<file path="src/rtl/pipe_pkg.sv">
// Shared defaults and control-bundle layout for the inter-stage pipeline registers.
// Bundles are carried as flat vectors; the typedefs document the per-stage packing.
package pipe_pkg;

    localparam int CTRL_W_DEF = 10;
    localparam int DATA_W_DEF = 128;
    localparam int CNT_W_DEF  = 16;

    localparam int CTRL_REGWRITE = 0;
    localparam int CTRL_MEMWRITE = 1;
    localparam int CTRL_MEMREAD  = 2;
    localparam int CTRL_BRANCH   = 3;
    localparam int CTRL_JUMP     = 4;
    localparam int CTRL_ALUSRC   = 5;
    localparam int CTRL_ALUOP    = 6;
    localparam int CTRL_ALUOP_W  = 4;

    typedef struct packed {
        logic [3:0] aluop;
        logic       alusrc;
        logic       jump;
        logic       branch;
        logic       memread;
        logic       memwrite;
        logic       regwrite;
    } ctrl_t;

    typedef struct packed {
        logic [31:0] pc;
        logic [31:0] instr;
        logic [63:0] rsvd;
    } if_id_t;

    typedef struct packed {
        logic [31:0] pc;
        logic [31:0] rs1_data;
        logic [31:0] rs2_data;
        logic [19:0] imm;
        logic [4:0]  rd;
        logic [2:0]  funct3;
        logic [3:0]  rsvd;
    } id_ex_t;

    typedef struct packed {
        logic [31:0] pc;
        logic [31:0] alu_res;
        logic [31:0] st_data;
        logic [4:0]  rd;
        logic [2:0]  funct3;
        logic [23:0] rsvd;
    } ex_mem_t;

endpackage

</file>
<file path="src/rtl/pipe_slot.sv">
// One valid+ctrl+data register; clear makes a bubble (ctrl zeroed, data held).
module pipe_slot
    import pipe_pkg::*;
#(
    parameter int CTRL_W = CTRL_W_DEF,
    parameter int DATA_W = DATA_W_DEF
) (
    input  logic              clk,
    input  logic              reset,
    input  logic              load,
    input  logic              clear,
    input  logic [CTRL_W-1:0] ld_ctrl,
    input  logic [DATA_W-1:0] ld_data,
    output logic              valid,
    output logic [CTRL_W-1:0] ctrl,
    output logic [DATA_W-1:0] data
);

    logic              valid_q, valid_d;
    logic [CTRL_W-1:0] ctrl_q, ctrl_d;
    logic [DATA_W-1:0] data_q, data_d;

    always_comb begin
        valid_d = valid_q;
        ctrl_d  = ctrl_q;
        data_d  = data_q;
        if (clear) begin
            valid_d = 1'b0;
            ctrl_d  = '0;
        end else if (load) begin
            valid_d = 1'b1;
            ctrl_d  = ld_ctrl;
            data_d  = ld_data;
        end
    end

    always_ff @(posedge clk) begin
        if (reset) begin
            valid_q <= 1'b0;
            ctrl_q  <= '0;
            data_q  <= '0;
        end else begin
            valid_q <= valid_d;
            ctrl_q  <= ctrl_d;
            data_q  <= data_d;
        end
    end

    assign valid = valid_q;
    assign ctrl  = ctrl_q;
    assign data  = data_q;

endmodule

</file>
<file path="src/rtl/pipe_stage_hs.sv">
// Valid/ready pipeline register with flush bubbles and saturating stall counter.
// Define PIPE_SKID_BUFFER_EN for a 2-entry slot with a registered in_ready.
module pipe_stage_hs
    import pipe_pkg::*;
#(
    parameter int CTRL_W = CTRL_W_DEF,
    parameter int DATA_W = DATA_W_DEF,
    parameter int CNT_W  = CNT_W_DEF
) (
    input  logic              clk,
    input  logic              reset,
    input  logic              flush,
    input  logic              in_valid,
    output logic              in_ready,
    input  logic [CTRL_W-1:0] in_ctrl,
    input  logic [DATA_W-1:0] in_data,
    output logic              out_valid,
    input  logic              out_ready,
    output logic [CTRL_W-1:0] out_ctrl,
    output logic [DATA_W-1:0] out_data,
    output logic [CNT_W-1:0]  stall_cnt
);

    logic              in_fire, out_fire;
    logic              main_load, main_clr;
    logic [CTRL_W-1:0] main_ctrl_src;
    logic [DATA_W-1:0] main_data_src;

    assign in_fire  = in_valid & in_ready;
    assign out_fire = out_valid & out_ready;

    pipe_slot #(.CTRL_W(CTRL_W), .DATA_W(DATA_W)) u_main (
        .clk     (clk),
        .reset   (reset),
        .load    (main_load),
        .clear   (main_clr),
        .ld_ctrl (main_ctrl_src),
        .ld_data (main_data_src),
        .valid   (out_valid),
        .ctrl    (out_ctrl),
        .data    (out_data)
    );

`ifdef PIPE_SKID_BUFFER_EN
    logic              skid_valid, skid_load, skid_clr;
    logic [CTRL_W-1:0] skid_ctrl;
    logic [DATA_W-1:0] skid_data;

    pipe_slot #(.CTRL_W(CTRL_W), .DATA_W(DATA_W)) u_skid (
        .clk     (clk),
        .reset   (reset),
        .load    (skid_load),
        .clear   (skid_clr),
        .ld_ctrl (in_ctrl),
        .ld_data (in_data),
        .valid   (skid_valid),
        .ctrl    (skid_ctrl),
        .data    (skid_data)
    );

    // ready comes straight from the skid flop; flush only widens it
    assign in_ready = ~skid_valid | flush;

    always_comb begin
        main_load     = 1'b0;
        main_clr      = 1'b0;
        skid_load     = 1'b0;
        skid_clr      = 1'b0;
        main_ctrl_src = in_ctrl;
        main_data_src = in_data;
        if (flush) begin
            main_clr = 1'b1;
            skid_clr = 1'b1;
        end else if (out_fire) begin
            if (skid_valid) begin
                main_load     = 1'b1;
                main_ctrl_src = skid_ctrl;
                main_data_src = skid_data;
                skid_clr      = 1'b1;
            end else if (in_fire) begin
                main_load = 1'b1;
            end else begin
                main_clr = 1'b1;
            end
        end else if (in_fire) begin
            if (out_valid) begin
                skid_load = 1'b1;
            end else begin
                main_load = 1'b1;
            end
        end
    end
`else
    assign in_ready      = ~out_valid | out_ready | flush;
    assign main_ctrl_src = in_ctrl;
    assign main_data_src = in_data;

    always_comb begin
        main_load = 1'b0;
        main_clr  = 1'b0;
        if (flush) begin
            main_clr = 1'b1;
        end else if (in_fire) begin
            main_load = 1'b1;
        end else if (out_fire) begin
            main_clr = 1'b1;
        end
    end
`endif

    logic [CNT_W-1:0] stall_q, stall_d;

    always_comb begin
        stall_d = stall_q;
        if (out_valid && !out_ready && !(&stall_q)) begin
            stall_d = stall_q + CNT_W'(1);
        end
    end

    always_ff @(posedge clk) begin
        if (reset) begin
            stall_q <= '0;
        end else begin
            stall_q <= stall_d;
        end
    end

    assign stall_cnt = stall_q;

endmodule

</file>
<file path="config.mk">
export PLATFORM = sky130hd
export DESIGN_NAME = pipe_stage_hs
export DESIGN_NICKNAME = d
export VERILOG_FILES = /design/src/rtl/pipe_pkg.sv /design/src/rtl/pipe_slot.sv /design/src/rtl/pipe_stage_hs.sv
export SDC_FILE = /design/constraint.sdc
export NUM_CORES = 1
export LEC_CHECK = 0
export CAP_MARGIN = 15
export CORE_ASPECT_RATIO = 0.5
export CORE_MARGIN = 4
export CORE_UTILIZATION = 43
export CTS_CLUSTER_SIZE = 16
export DETAILED_ROUTE_END_ITERATION = 7
export GPL_ROUTABILITY_DRIVEN = 0
export PLACE_DENSITY_LB_ADDON = 0.05
export SYNTH_ARGS = -nofsm -noshare
export SYNTH_HDL_FRONTEND = slang
export SYNTH_HIERARCHICAL = 1
export SYNTH_SLANG_ARGS = --single-unit
</file>
<file path="constraint.sdc">
create_clock -name clk -period 1.9 [get_ports clk]
set_input_delay 0.38 -clock clk [delete_from_list [all_inputs] [get_ports clk]]
set_output_delay 0.38 -clock clk [all_outputs]
set_load 0.01 [all_outputs]
</file>
==> flow_summary_export.csv <==
group,metric,value,unit
status,status,"completed",
global_routing,grt_pass1_wl,34.4,mm
global_routing,antenna_found_initial,0,
floorplan,ios,299,
clocking,cts_buffer_depth,2,
yosys,seq_area_frac_synth,44.0,%
yosys,syn_inst,720,
global_routing,grt_max_degree,74,
yosys,synth_edf_count,0,
drt,drtPass1Iterations,5,
worst_setup_path,worstSetupPathType,"flop to output pin",
floorplan,dieArea,18600,sq um
sta,rsz0062_at_grt,"false",
yosys,async_reset_ff_share,0,%
yosys,synth.most_common_cell,"dfxtp_1",
yosys,synth_common_cells,"dfxtp_1 (155), nand2b_1 (131), nand4bb_1 (128), o21ai_1 (120), clkbuf_1 (39)",
power_and_ir_drop,cellPowerDensity,705,nW/um^2
clocking,clkTransAtPathRegs,0.07,ns
worst_setup_path,crit_path_top_delay_cell,"clkdlybuf4s50_1",
drt,drt_iter0_drc,284,
clocking,cts_tree,"yes",
worst_setup_path,slowest_delay,0.59,ns
drt,vias,6483,
sta,final-hold-violation-count,0,
clocking,cts_setup_buffers,0,
power_and_ir_drop,p_switching,0.00201,W
worst_setup_path,r2r_setup_slack,0.22,ns
worst_setup_path,critPathTopFamily,"buffers and inverters",
yosys,netlist_area,7050,sq um
place,portBuffers,298,
power_and_ir_drop,power.internal,0.00578,W
yosys,synthTopCellsByArea,"dfxtp_1 (44%), nand4bb_1 (20%), nand2b_1 (12%)",
sta,fmax,547,MHz
yosys,ys.flop_type,"dfxtp_1",
final_layout,diodes,0,
power_and_ir_drop,seq_power_share,43.6,%
power_and_ir_drop,p_leak,3.79,nW
sta,slew_viol_final,0,
worst_setup_path,start_kind,"flop",
clocking,clk_latency,0.41,ns
yosys,synth_area_per_cell,9.79,sq um
floorplan,rows,32,
drt,drc,0,
worst_setup_path,cp_max_fo,8,
floorplan,coreArea,15700,sq um
floorplan,fp.dieH,98.5,um
drt,vias_per_cell,5.23,
clocking,cts.sinks,155,
final_layout,syn_to_final_growth,56.7,%
yosys,synth_top_area_cell,"dfxtp_1",
drt,wl,21.6,mm
worst_setup_path,crit_chain,"clkdlybuf4s50_1",
worst_setup_path,cp_num_buf_inv,1,
yosys,syn_nets,864,
yosys,ys_ff_latch,155,
place,place_inst,1207,
yosys,yosys_warnings,6,
power_and_ir_drop,p_sw_share,25.8,%
floorplan,initial_core_util,44.8,%
final_layout,final_nets,1149,
final_layout,drive_gt1_share,8.84,%
worst_setup_path,worstPathArrival,1.45,ns
run,cap_violations,0,
clocking,cts_max_level,4,
power_and_ir_drop,clkPwrFrac,41.9,%
worst_setup_path,cp.required,1.52,ns
place,dp_hpwl,15.3,mm
clocking,root_buffer,"clkbuf_16",
sta,finalCritPeriodShare,96.3,%
power_and_ir_drop,p_comb_share,14.4,%
drt,wl_per_cell,17.5,um
yosys,yosysTopAreaCellShare,44.0,%
power_and_ir_drop,irDropWorstVdd,0.000722,V
worst_hold_path,hold_path.class,"input port to flop",
power_and_ir_drop,total_power,0.00779,W
global_routing,grt_overflow,0,
final_layout,fin_cells,1239,
drt,ant_nets,0,
sta,slew_headroom,68.3,%
sta,fin_crit,1.83,ns
floorplan,die_width,189,um
sta,skew,0.0121,ns
yosys,ys_types,41,
global_routing,grtUsageTotal,22.5,%
sta,worstMarginPinSlew,0.476,ns
clocking,cts_made_buffers,17,
worst_setup_path,cp-end-kind,"output pin",
global_routing,grt_pass1_vias,6429,
sta,setup_viol,0,
repair_timing:
action,in CTS,in global routing
gates resized for setup,1,4
hold endpoints to repair,0,0
hold buffers,0,0
endpoints found under the setup margin,1,85
metrics by stage:
stage	utilization (%)	setup slack [ns]	setup TNS, ns	hold slack (ns)	instance area [sq um]
6_report	70.2	0.0705	0	0.440	11100
5_1_grt	70.2	0.00174	0	0.480	11100
4_1_cts	70.2	0.0437	0	0.435	11000
3_5_place_dp	66.6	-0.340	-40.93	0.453	10500
3_3_place_gp	66.6	-0.283	-34.27	0.449	10500
2_1_floorplan	-	0.139	0	0.486	7050
final cells by class:
type	instances	area, sq um
clock buffers	17	425
clock inverters	15	130
fillers	1227	4680
inverters	2	7.51
multi-input cells	487	3590
flip-flops and latches	155	3110
well taps	221	277
repair buffers	342	3510
sequential cells by signal (all words and copies together) (netlist names):
name          flops
u_main/ctrl      10
u_main/data     128
u_main/valid      1
stall_cnt        16
routing by layer:
layer  vias up  routed length [um]  global-route usage [%]
met5         -                   0                       0
met4         0                 436                    7.11
met3        30                1730                    7.25
met2       231               10300                    37.3
met1      3056                9200                    28.3
li1       3166                   -                       -
logic make-up after synthesis:
kind of cell | after synthesis | share of synthesized area [%]
buf+inv | 78 | 5.43
xor+xnor | 1 | 0.124
mux | 14 | 2.04
flops | 155 | 44.0
compound gates | 151 | 11.3
fa+ha+maj | 1 | 0.177
simple gates | 320 | 36.9
cells in the final DEF, fill, tap and decap left out, types with 3 or more instances in the layout:
cell type and n:
o21ai_0 12, clkdlybuf4s50_1 296, nand4_1 5, nand2b_1 131, nand3_1 6, nor2_1 21, buf_4 29, nor3_1 3
and3_1 4, nand4bb_1 128, nor2b_1 3, buf_12 16, or3_1 3, a21oi_1 7, mux2i_1 11, o21ai_1 120
clkinv_2 3, mux2_2 3, nand2_1 3, dfxtp_2 3, inv_6 6, inv_8 4, dfxtp_1 152, clkbuf_16 17
worst paths after layout:
kind                                       from         endpoint  cells after the start
worst max-delay path              stall_cnt[13]    stall_cnt[13]                      1
worst min-delay path                      reset    stall_cnt[15]                      2
worst max register to register     stall_cnt[5]    stall_cnt[13]                      4
worst min register to register  u_main/data[90]  u_main/data[90]                      2
power by group through the flow:
stage / sequential (W) / combinational (W) / clock (W)
2_1_floorplan: 0.00352 / 0.000404 / 0
3_3_place_gp: 0.00347 / 0.00111 / 0
3_5_place_dp: 0.00347 / 0.00112 / 0
4_1_cts: 0.00340 / 0.00113 / 0.00334
5_1_grt: 0.00341 / 0.00120 / 0.00348
6_report: 0.00340 / 0.00112 / 0.00327
Power figures use the tool's default switching activity.
